### config.mk
export PLATFORM = sky130hd
export DESIGN_NAME = legv8_multicycle_ctrl
export DESIGN_NICKNAME = d
export VERILOG_FILES = /design/src/rtl/legv8_multicycle_ctrl.sv
export SDC_FILE = /design/constraint.sdc
export NUM_CORES = 1
export LEC_CHECK = 0
export CORE_MARGIN = 2
export CORE_UTILIZATION = 55
export CTS_CLUSTER_SIZE = 12
export DETAILED_ROUTE_END_ITERATION = 16
export GPL_ROUTABILITY_DRIVEN = 0
export PLACE_DENSITY = 0.86
export SETUP_SLACK_MARGIN = 0.02
export SLEW_MARGIN = 25
export SYNTH_ARGS = -nofsm -noshare
export SYNTH_HDL_FRONTEND = slang
export SYNTH_SLANG_ARGS = --single-unit
export TNS_END_PERCENT = 50
### constraint.sdc
create_clock -name i_clk -period 4.97 [get_ports i_clk]
set_input_delay 0.994 -clock i_clk [delete_from_list [all_inputs] [get_ports i_clk]]
set_output_delay 0.994 -clock i_clk [all_outputs]
set_load 0.02 [all_outputs]
### src/rtl/legv8_multicycle_ctrl.sv
// Multi-cycle LEGv8 control unit: FETCH/DECODE/EXEC/MEM/WB sequencer with an
// NZCV flag register, B.cond evaluation and a bounded data-memory handshake.
module legv8_multicycle_ctrl #(
  parameter int ALUOP_W     = 4,
  parameter int MEM_TIMEOUT = 15,
  parameter int TO_W        = 4
) (
  input  logic               i_clk,
  input  logic               i_rst,
  input  logic [10:0]        i_opCode,
  input  logic [3:0]         i_bCond,
  input  logic               i_aluZ,
  input  logic               i_aluN,
  input  logic               i_aluC,
  input  logic               i_aluV,
  input  logic               i_memAck,
  output logic               o_irWr,
  output logic               o_pcWr,
  output logic               o_reg2Sel,
  output logic               o_rfWr,
  output logic [1:0]         o_SEU,
  output logic               o_ALUSrcB,
  output logic [ALUOP_W-1:0] o_ALUOp,
  output logic               o_memRd,
  output logic               o_memWr,
  output logic [1:0]         o_PCSrc,
  output logic               o_wrDataSel,
  output logic [3:0]         o_flags,
  output logic               o_illegal,
  output logic               o_memErr,
  output logic [2:0]         o_dbgState
);

  localparam logic [2:0] S_FETCH  = 3'd0;
  localparam logic [2:0] S_DECODE = 3'd1;
  localparam logic [2:0] S_EXEC   = 3'd2;
  localparam logic [2:0] S_MEM    = 3'd3;
  localparam logic [2:0] S_WB     = 3'd4;

  localparam logic [4:0] C_ADD   = 5'd0;
  localparam logic [4:0] C_ADDS  = 5'd1;
  localparam logic [4:0] C_SUB   = 5'd2;
  localparam logic [4:0] C_SUBS  = 5'd3;
  localparam logic [4:0] C_AND   = 5'd4;
  localparam logic [4:0] C_ORR   = 5'd5;
  localparam logic [4:0] C_LSL   = 5'd6;
  localparam logic [4:0] C_LSR   = 5'd7;
  localparam logic [4:0] C_BR    = 5'd8;
  localparam logic [4:0] C_ADDI  = 5'd9;
  localparam logic [4:0] C_ADDIS = 5'd10;
  localparam logic [4:0] C_SUBI  = 5'd11;
  localparam logic [4:0] C_SUBIS = 5'd12;
  localparam logic [4:0] C_ANDI  = 5'd13;
  localparam logic [4:0] C_ORRI  = 5'd14;
  localparam logic [4:0] C_LDUR  = 5'd15;
  localparam logic [4:0] C_STUR  = 5'd16;
  localparam logic [4:0] C_B     = 5'd17;
  localparam logic [4:0] C_BL    = 5'd18;
  localparam logic [4:0] C_CBZ   = 5'd19;
  localparam logic [4:0] C_CBNZ  = 5'd20;
  localparam logic [4:0] C_BCOND = 5'd21;
  localparam logic [4:0] C_ILL   = 5'd31;

  localparam logic [ALUOP_W-1:0] ALU_ADD   = ALUOP_W'(0);
  localparam logic [ALUOP_W-1:0] ALU_SUB   = ALUOP_W'(1);
  localparam logic [ALUOP_W-1:0] ALU_AND   = ALUOP_W'(2);
  localparam logic [ALUOP_W-1:0] ALU_ORR   = ALUOP_W'(3);
  localparam logic [ALUOP_W-1:0] ALU_LSL   = ALUOP_W'(6);
  localparam logic [ALUOP_W-1:0] ALU_LSR   = ALUOP_W'(7);
  localparam logic [ALUOP_W-1:0] ALU_PASSB = ALUOP_W'(8);

  localparam logic [TO_W-1:0] TO_LIMIT = TO_W'(MEM_TIMEOUT);

  // I-format opcodes are 10 bits wide, so bit 0 of the 11-bit field is a don't-care.
  function automatic logic [4:0] classify(input logic [10:0] op);
    logic [4:0] cls;
    casez (op)
      11'b10001011000: cls = C_ADD;
      11'b10101011000: cls = C_ADDS;
      11'b11001011000: cls = C_SUB;
      11'b11101011000: cls = C_SUBS;
      11'b10001010000: cls = C_AND;
      11'b10101010000: cls = C_ORR;
      11'b11010011011: cls = C_LSL;
      11'b11010011010: cls = C_LSR;
      11'b11010110000: cls = C_BR;
      11'b1001000100?: cls = C_ADDI;
      11'b1011000100?: cls = C_ADDIS;
      11'b1101000100?: cls = C_SUBI;
      11'b1111000100?: cls = C_SUBIS;
      11'b1001001000?: cls = C_ANDI;
      11'b1011001000?: cls = C_ORRI;
      11'b11111000010: cls = C_LDUR;
      11'b11111000000: cls = C_STUR;
      11'b000101?????: cls = C_B;
      11'b100101?????: cls = C_BL;
      11'b10110100???: cls = C_CBZ;
      11'b10110101???: cls = C_CBNZ;
      11'b01010100???: cls = C_BCOND;
      default:         cls = C_ILL;
    endcase
    return cls;
  endfunction

  function automatic logic cond_true(input logic [3:0] nzcv, input logic [3:0] code);
    logic n, z, c, v, r;
    {n, z, c, v} = nzcv;
    case (code)
      4'h0:    r = z;
      4'h1:    r = !z;
      4'h2:    r = c;
      4'h3:    r = !c;
      4'h4:    r = n;
      4'h5:    r = !n;
      4'h6:    r = v;
      4'h7:    r = !v;
      4'h8:    r = c && !z;
      4'h9:    r = !(c && !z);
      4'hA:    r = (n == v);
      4'hB:    r = (n != v);
      4'hC:    r = !z && (n == v);
      4'hD:    r = !(!z && (n == v));
      default: r = 1'b1;
    endcase
    return r;
  endfunction

  logic [2:0]      state_q, state_d;
  logic [10:0]     op_q, op_d;
  logic [3:0]      cond_q, cond_d;
  logic [3:0]      nzcv_q, nzcv_d;
  logic [TO_W-1:0] to_cnt_q, to_cnt_d;

  logic [4:0] cls;
  logic [4:0] dec_cls;
  logic       is_alu;
  logic       sets_flags;

  logic               ir_wr, pc_wr, reg2_sel, rf_wr, alu_src_b;
  logic [1:0]         seu, pc_src;
  logic [ALUOP_W-1:0] alu_op;
  logic               mem_rd, mem_wr, wr_data_sel, illegal, mem_err;

  assign cls     = classify(op_q);
  assign dec_cls = classify(i_opCode);

  assign is_alu = (cls <= C_LSR) || ((cls >= C_ADDI) && (cls <= C_ORRI));
  assign sets_flags = (cls == C_ADDS) || (cls == C_SUBS) ||
                      (cls == C_ADDIS) || (cls == C_SUBIS);

  // Memory handshake: o_memRd/o_memWr stay high every MEM cycle until a cycle
  // in which i_memAck is sampled high; that cycle completes the access. If
  // MEM_TIMEOUT cycles pass without ack, the request drops and o_memErr pulses.
  always_comb begin
    state_d     = state_q;
    op_d        = op_q;
    cond_d      = cond_q;
    nzcv_d      = nzcv_q;
    to_cnt_d    = to_cnt_q;
    ir_wr       = 1'b0;
    pc_wr       = 1'b0;
    reg2_sel    = 1'b0;
    rf_wr       = 1'b0;
    seu         = 2'd0;
    alu_src_b   = 1'b0;
    alu_op      = ALU_ADD;
    mem_rd      = 1'b0;
    mem_wr      = 1'b0;
    pc_src      = 2'd0;
    wr_data_sel = 1'b0;
    illegal     = 1'b0;
    mem_err     = 1'b0;

    case (state_q)
      S_FETCH: begin
        ir_wr   = 1'b1;
        state_d = S_DECODE;
      end

      S_DECODE: begin
        op_d   = i_opCode;
        cond_d = i_bCond;
        if (dec_cls == C_ILL) begin
          illegal = 1'b1;
          pc_wr   = 1'b1;
          state_d = S_FETCH;
        end else begin
          state_d = S_EXEC;
        end
      end

      S_EXEC: begin
        pc_wr = 1'b1;
        case (cls)
          C_ADD, C_ADDS:   alu_op = ALU_ADD;
          C_SUB, C_SUBS:   alu_op = ALU_SUB;
          C_AND:           alu_op = ALU_AND;
          C_ORR:           alu_op = ALU_ORR;
          C_LSL:           alu_op = ALU_LSL;
          C_LSR:           alu_op = ALU_LSR;
          C_ADDI, C_ADDIS: begin alu_op = ALU_ADD; alu_src_b = 1'b1; end
          C_SUBI, C_SUBIS: begin alu_op = ALU_SUB; alu_src_b = 1'b1; end
          C_ANDI:          begin alu_op = ALU_AND; alu_src_b = 1'b1; end
          C_ORRI:          begin alu_op = ALU_ORR; alu_src_b = 1'b1; end
          C_LDUR:          begin seu = 2'd1; alu_src_b = 1'b1; end
          C_STUR:          begin seu = 2'd1; alu_src_b = 1'b1; reg2_sel = 1'b1; end
          C_B, C_BL:       begin seu = 2'd2; pc_src = 2'd1; end
          C_BR:            pc_src = 2'd2;
          // CBZ/CBNZ route Rt through the ALU so i_aluZ reflects the register under test.
          C_CBZ: begin
            seu      = 2'd3;
            reg2_sel = 1'b1;
            alu_op   = ALU_PASSB;
            pc_src   = i_aluZ ? 2'd1 : 2'd0;
          end
          C_CBNZ: begin
            seu      = 2'd3;
            reg2_sel = 1'b1;
            alu_op   = ALU_PASSB;
            pc_src   = i_aluZ ? 2'd0 : 2'd1;
          end
          C_BCOND: begin
            seu    = 2'd3;
            pc_src = cond_true(nzcv_q, cond_q) ? 2'd1 : 2'd0;
          end
          default: ;
        endcase
        if (sets_flags) nzcv_d = {i_aluN, i_aluZ, i_aluC, i_aluV};
        if ((cls == C_LDUR) || (cls == C_STUR)) state_d = S_MEM;
        else if (is_alu || (cls == C_BL))       state_d = S_WB;
        else                                    state_d = S_FETCH;
      end

      S_MEM: begin
        reg2_sel = (cls == C_STUR);
        if (to_cnt_q == TO_LIMIT) begin
          mem_err  = 1'b1;
          to_cnt_d = '0;
          state_d  = S_FETCH;
        end else begin
          mem_rd = (cls == C_LDUR);
          mem_wr = (cls == C_STUR);
          if (i_memAck) begin
            to_cnt_d = '0;
            state_d  = (cls == C_LDUR) ? S_WB : S_FETCH;
          end else begin
            to_cnt_d = to_cnt_q + TO_W'(1);
          end
        end
      end

      // BL's link value comes from the datapath link mux, which holds the
      // return address captured before EXEC redirected the PC.
      S_WB: begin
        rf_wr       = 1'b1;
        wr_data_sel = (cls != C_LDUR);
        if (cls == C_BL) alu_op = ALU_PASSB;
        state_d     = S_FETCH;
      end

      default: state_d = S_FETCH;
    endcase
  end

  always_ff @(posedge i_clk or posedge i_rst) begin
    if (i_rst) begin
      state_q  <= S_FETCH;
      op_q     <= '0;
      cond_q   <= '0;
      nzcv_q   <= '0;
      to_cnt_q <= '0;
    end else begin
      state_q  <= state_d;
      op_q     <= op_d;
      cond_q   <= cond_d;
      nzcv_q   <= nzcv_d;
      to_cnt_q <= to_cnt_d;
    end
  end

  // Reset forces every strobe low combinationally so an abort takes effect at once.
  assign o_irWr      = ir_wr & ~i_rst;
  assign o_pcWr      = pc_wr & ~i_rst;
  assign o_reg2Sel   = reg2_sel & ~i_rst;
  assign o_rfWr      = rf_wr & ~i_rst;
  assign o_SEU       = i_rst ? 2'd0 : seu;
  assign o_ALUSrcB   = alu_src_b & ~i_rst;
  assign o_ALUOp     = i_rst ? '0 : alu_op;
  assign o_memRd     = mem_rd & ~i_rst;
  assign o_memWr     = mem_wr & ~i_rst;
  assign o_PCSrc     = i_rst ? 2'd0 : pc_src;
  assign o_wrDataSel = wr_data_sel & ~i_rst;
  assign o_flags     = nzcv_q;
  assign o_illegal   = illegal & ~i_rst;
  assign o_memErr    = mem_err & ~i_rst;
  assign o_dbgState  = state_q;

endmodule

Word level (Yosys, flattened, before mapping) --
Index checks and enable logic that the tools add are counted.
Storage, ports and cells: output and inout bits 25, bits in registers 26, input port bits 22
Cells by class: order comparisons 3, reduce and logical (&&, ||, !) cells 27, mux-type cells 43, add/sub/neg operators 1, equal/unequal tests 88, bitwise logic cells 11
Operators by type and width (number):
- equality test 11 bit (second input constant) | 22
- case mux 5 bit (22 select lines) | 2
- equality test 10 bit (second input constant) | 12
- equality test 5 x 4 -> 1 bit (second input constant) | 8
- equality test 5 bit (second input constant) | 7
- equality test 8 bit (second input constant) | 4
- equality test 4 bit (second input constant) | 7
- case mux 4 bit (6 select lines) | 1
- equality test 5 x 3 -> 1 bit (second input constant) | 4
- two-way mux 1 bit | 19
- equality test 4 x 3 -> 1 bit (second input constant) | 4
- equality test 8 x 7 -> 1 bit (second input constant) | 2
- two-way mux 4 bit | 4
- two-way mux 3 bit | 5
- case mux 1 bit (14 select lines) | 1
- equality test 6 x 3 -> 1 bit (second input constant) | 2
- equality test 6 bit (second input constant) | 2
- case mux 3 bit (4 select lines) | 1
- AND 1 bit | 10
- equality test 5 x 2 -> 1 bit (second input constant) | 2
- two-way mux 2 bit | 5
- case mux 2 bit (5 select lines) | 1
- OR reduction 2 bit | 5
- equality test 4 x 2 -> 1 bit (second input constant) | 2
- 26 further kinds | 41

Logic depth before layout (Yosys ltp) --
word-level depth 10, gate-level depth with buffers 9

Least setup slack after synthesis --
Ideal clock, no wire load.
path kind input-to-output, from input port i_opCode[3], to output port o_pcWr, slack 1.442 ns, arrival 2.534 ns, stages on the path 7, buffers on the path 1, data required time 3.976 ns, cells stage by stage clkbuf_1 > mux2i_1 > nor3_1 > o21bai_1 > a21oi_1 > a311o_1 > o21ai_0
Between the ends: word-level cells in the longest chain between the ends 6, elaborated cells between the ends (all ways) 25
RTL lines:
- start: declaration | line 10 | input logic [10:0] i_opCode,
- equality test 11 bit (tied with other cells) | line 77 | casez (op)
- case mux 5 bit (22 select lines) * | line 77
- equality test 5 bit * | line 183 | if (dec_cls == C_ILL) begin
- two-way mux 1 bit * | line 183
- case mux 1 bit (2 select lines) * | line 174 | case (state_q)
- AND 1 bit * | line 283 | assign o_pcWr = pc_wr & ~i_rst;
- end: declaration | line 18 | output logic o_pcWr,
Mark *: on every way between the ends. The rest lies on a longest branch, timed or not.

Final worst setup path --
from input port i_opCode[10], to output port o_pcWr
Between the ends: word-level cells in the longest chain between the ends 6, elaborated cells between the ends (all ways) 27
RTL lines (line):
- equality test 11 bit (tied with other cells) | 77
- case mux 5 bit (22 select lines) * | 77
- equality test 5 bit * | 183
- two-way mux 1 bit * | 183
- case mux 1 bit (2 select lines) * | 174
- AND 1 bit * | 283
Marked as above.

==> run metrics <==
port bufs=46; first-pass GRT wire length=9650 um; type of destination of the critical path=output pin; die boundary height=66.9 um; vias per cell=6.45; setup repair after global routing missed its margin=false; clk root buf=clkbuf_8; Leakage=0.991 nW; post-synth net total=275; Finished Cell Area=2700 um2; area growth from synthesis to layout=24.1%; sequential share of the synthesized area=0.299; Worst Path Required=~4.0 ns; placed instance area=2630 um2; drt drc=0; clk slew on worst S/H paths=0.09 ns; library cells used by synthesis=61; Seq cells post-synth=26; ANT cells=0; cts repair resizes=0; achievable frequency=about 220 MHz; final setup vio count=0; clk buf depth=2; crit path DAT=approximately 3.5 ns; core area=3740 um2; clock sinks=26; Slew HR=0.534; Cell Chain, Critical Path=clkdlybuf4s50_1, or3b_2, nor3_1, a31oi_1, o221ai_1, a311o_1, o21ai_0, clkdlybuf4s50_1; Hold Crit Class=reg -> reg; detailed-placement wirelength estimate=4120 um; Worst Reg-to-Reg Cells=7; Min Clock Period, post-route=4.50 ns; Post-synth ARST share=1.00; area of the multi-input gates=roughly 1400 um2; Layout Cells excl Fill=335; fillcell total=306; Fin Setup TNS=0 ns; drt pass-1 iters=4; placed cells=331; critical path's slowest cell=clkdlybuf4s50_1; die area=4470 um2; drt wl/cell=about 17 um; cts hold-fix bufs=0; Register Area=651 um2; status=finished, final reports clean; Worst Hold Path Cells=1; Total GRT Usage=0.275; final layout net count=a little over 300; max incr delay on CP=0.58 ns; clk_lat worst skew=0.27 ns; Max-cap violations=0; pwr/cell area=just over 400 nW/um2; Chip Width=between 60 and 70 um; Netlist Area Pre-Place=roughly 2200 um2; Final period util=0.905; cell count after synthesis=252; Final Max Tran Viols=0; maximum vdd drop=0.234 mV; initial antenna violation count=0; TritonCTS buffer count=3; crit path launch type=input pin; Post-CTS Setup Repair Bufs=0; GR Overflow Total=0; initial core utilization=0.581; CTS tree=done; DR vias=2161; skew final=0.00477 ns; ys flop type=dfrtp_1; IO Pins=47; initial DRC count=about 200; Syn Area/Cell=around 8.6 um2; vias in the first global route=approximately 2100; synth warn=0; largest net degree at the start of global routing=27; WL final=5620 um; Max Fanout on Critical Path=7; post-route ant nets=0; Rows=22; count of final hold-check violations=0; layout cells sized above 1=0.125; CP Class=in -> out; worst-margin pin slew=between 0.6 and 0.7 ns; htree depth=1; Post-synth EDFFs=0; most used cell along the critical path=clkdlybuf4s50_1
==> area by class of cell <==
type	count	area share
Clock buffer	3	0.0153
Clock inverter	1	0.0111
Inverter	6	0.00834
Multi-Input combinational cell	203	0.526
Sequential cell	26	0.241
Tap cell	48	0.0222
Timing Repair Buffer	48	0.176
==> cell families after synthesis <==
group           synth area share
buf+inv                   0.0506
simple gates               0.348
fa+ha+maj                0.00575
xor+xnor                  0.0242
mux                       0.0920
compound gates             0.181
flops                      0.299
==> final timing paths <==
| kind | endpoint | start | slack, ns |
|---|---|---|---|
| min in group asynchronous | o_flags[3] | i_rst | 1.37 |
| min reg2reg | to_cnt_q[1] | to_cnt_q[1] | 0.56 |
| max reg2reg | o_flags[1] | op_q[5] | 2.30 |
| max | o_pcWr | i_opCode[10] | 0.47 |
| min | to_cnt_q[1] | to_cnt_q[1] | 0.56 |
| max in group asynchronous | op_q[1] | i_rst | 3.34 |
==> registers in the layout, indices dropped and copies added (netlist names) <==
signal and cells:
op_q 11, cond_q 4, o_flags 4, to_cnt_q 4, o_dbgState 3
==> through the flow <==
step / total power, W / hold WS [ns] / util / worst slack, ns
finish: 0.00111 / 0.559 / 0.721 / 0.473
floorplan: 0.000810 / 0.501 / - / 1.44
detailed placement: 0.000926 / 0.536 / 0.702 / 0.508
global placement: 0.000912 / 0.528 / 0.702 / 0.597
CTS: 0.00110 / 0.561 / 0.721 / 0.488
global route: 0.00118 / 0.591 / 0.721 / 0.368
==> cells in the final DEF, fill, tap and decap left out, drive strengths merged, types with 7 or more instances in the layout <==
master and count:
nand2b 7, nor3 13, nand2 23, a21oi 10, nor4b 7, nand4 14, dfrtp 26, nor2 13
clkdlybuf4s50 46, nand3 12, mux2 16, o21ai 13
==> cell usage after synthesis (2+ instances only) <==
master,number,area (um2)
dfrtp_1,26,651
or3_1,3,18.8
nand2_1,23,86.3
a31oi_1,5,31.3
nand3_1,12,60.1
nor2_1,13,48.8
nor2b_1,6,37.5
o2111ai_1,2,17.5
and4bb_1,2,25.0
a21oi_1,10,50.1
xnor2_1,3,26.3
a211o_1,3,26.3
nor4_1,5,31.3
o221ai_1,2,17.5
nor3b_1,3,22.5
nand4b_1,2,17.5
nand3b_1,2,15.0
clkbuf_1,9,33.8
mux2_2,15,169
a21o_1,3,22.5
nor4b_1,6,52.6
buf_2,4,20.0
nand4_1,13,81.3
o21ai_0,12,60.1
a22o_1,2,17.5
nor3_4,2,32.5
mux2i_1,2,20.0
buf_4,3,22.5
and2_1,4,25.0
inv_1,6,22.5
nand2b_1,7,43.8
xor2_1,3,26.3
nor3_1,11,55.1
==> worst max-delay path: cells and delay by family <==
kind	cells	cell delay (ns)
AO/OA/AOI/OAI	4	0.65
buffers and inverters	2	1.15
AND/OR/NAND/NOR	2	0.71
==> metal layers <==
layer | global-route usage | routed length (um)
met4 | 0.0969 | 78
met5 | 0 | 0
met1 | 0.375 | 2580
met2 | 0.444 | 2650
met3 | 0.0405 | 312
==> power by group <==
part	switching, W	leakage (nW)	internal, W
Clock	0.0000684	0.0357	0.000108
Combinational	0.000228	0.630	0.000233
Sequential	0.000188	0.326	0.000285
Total	0.000485	0.991	0.000626
Power figures use the tool's default switching activity.
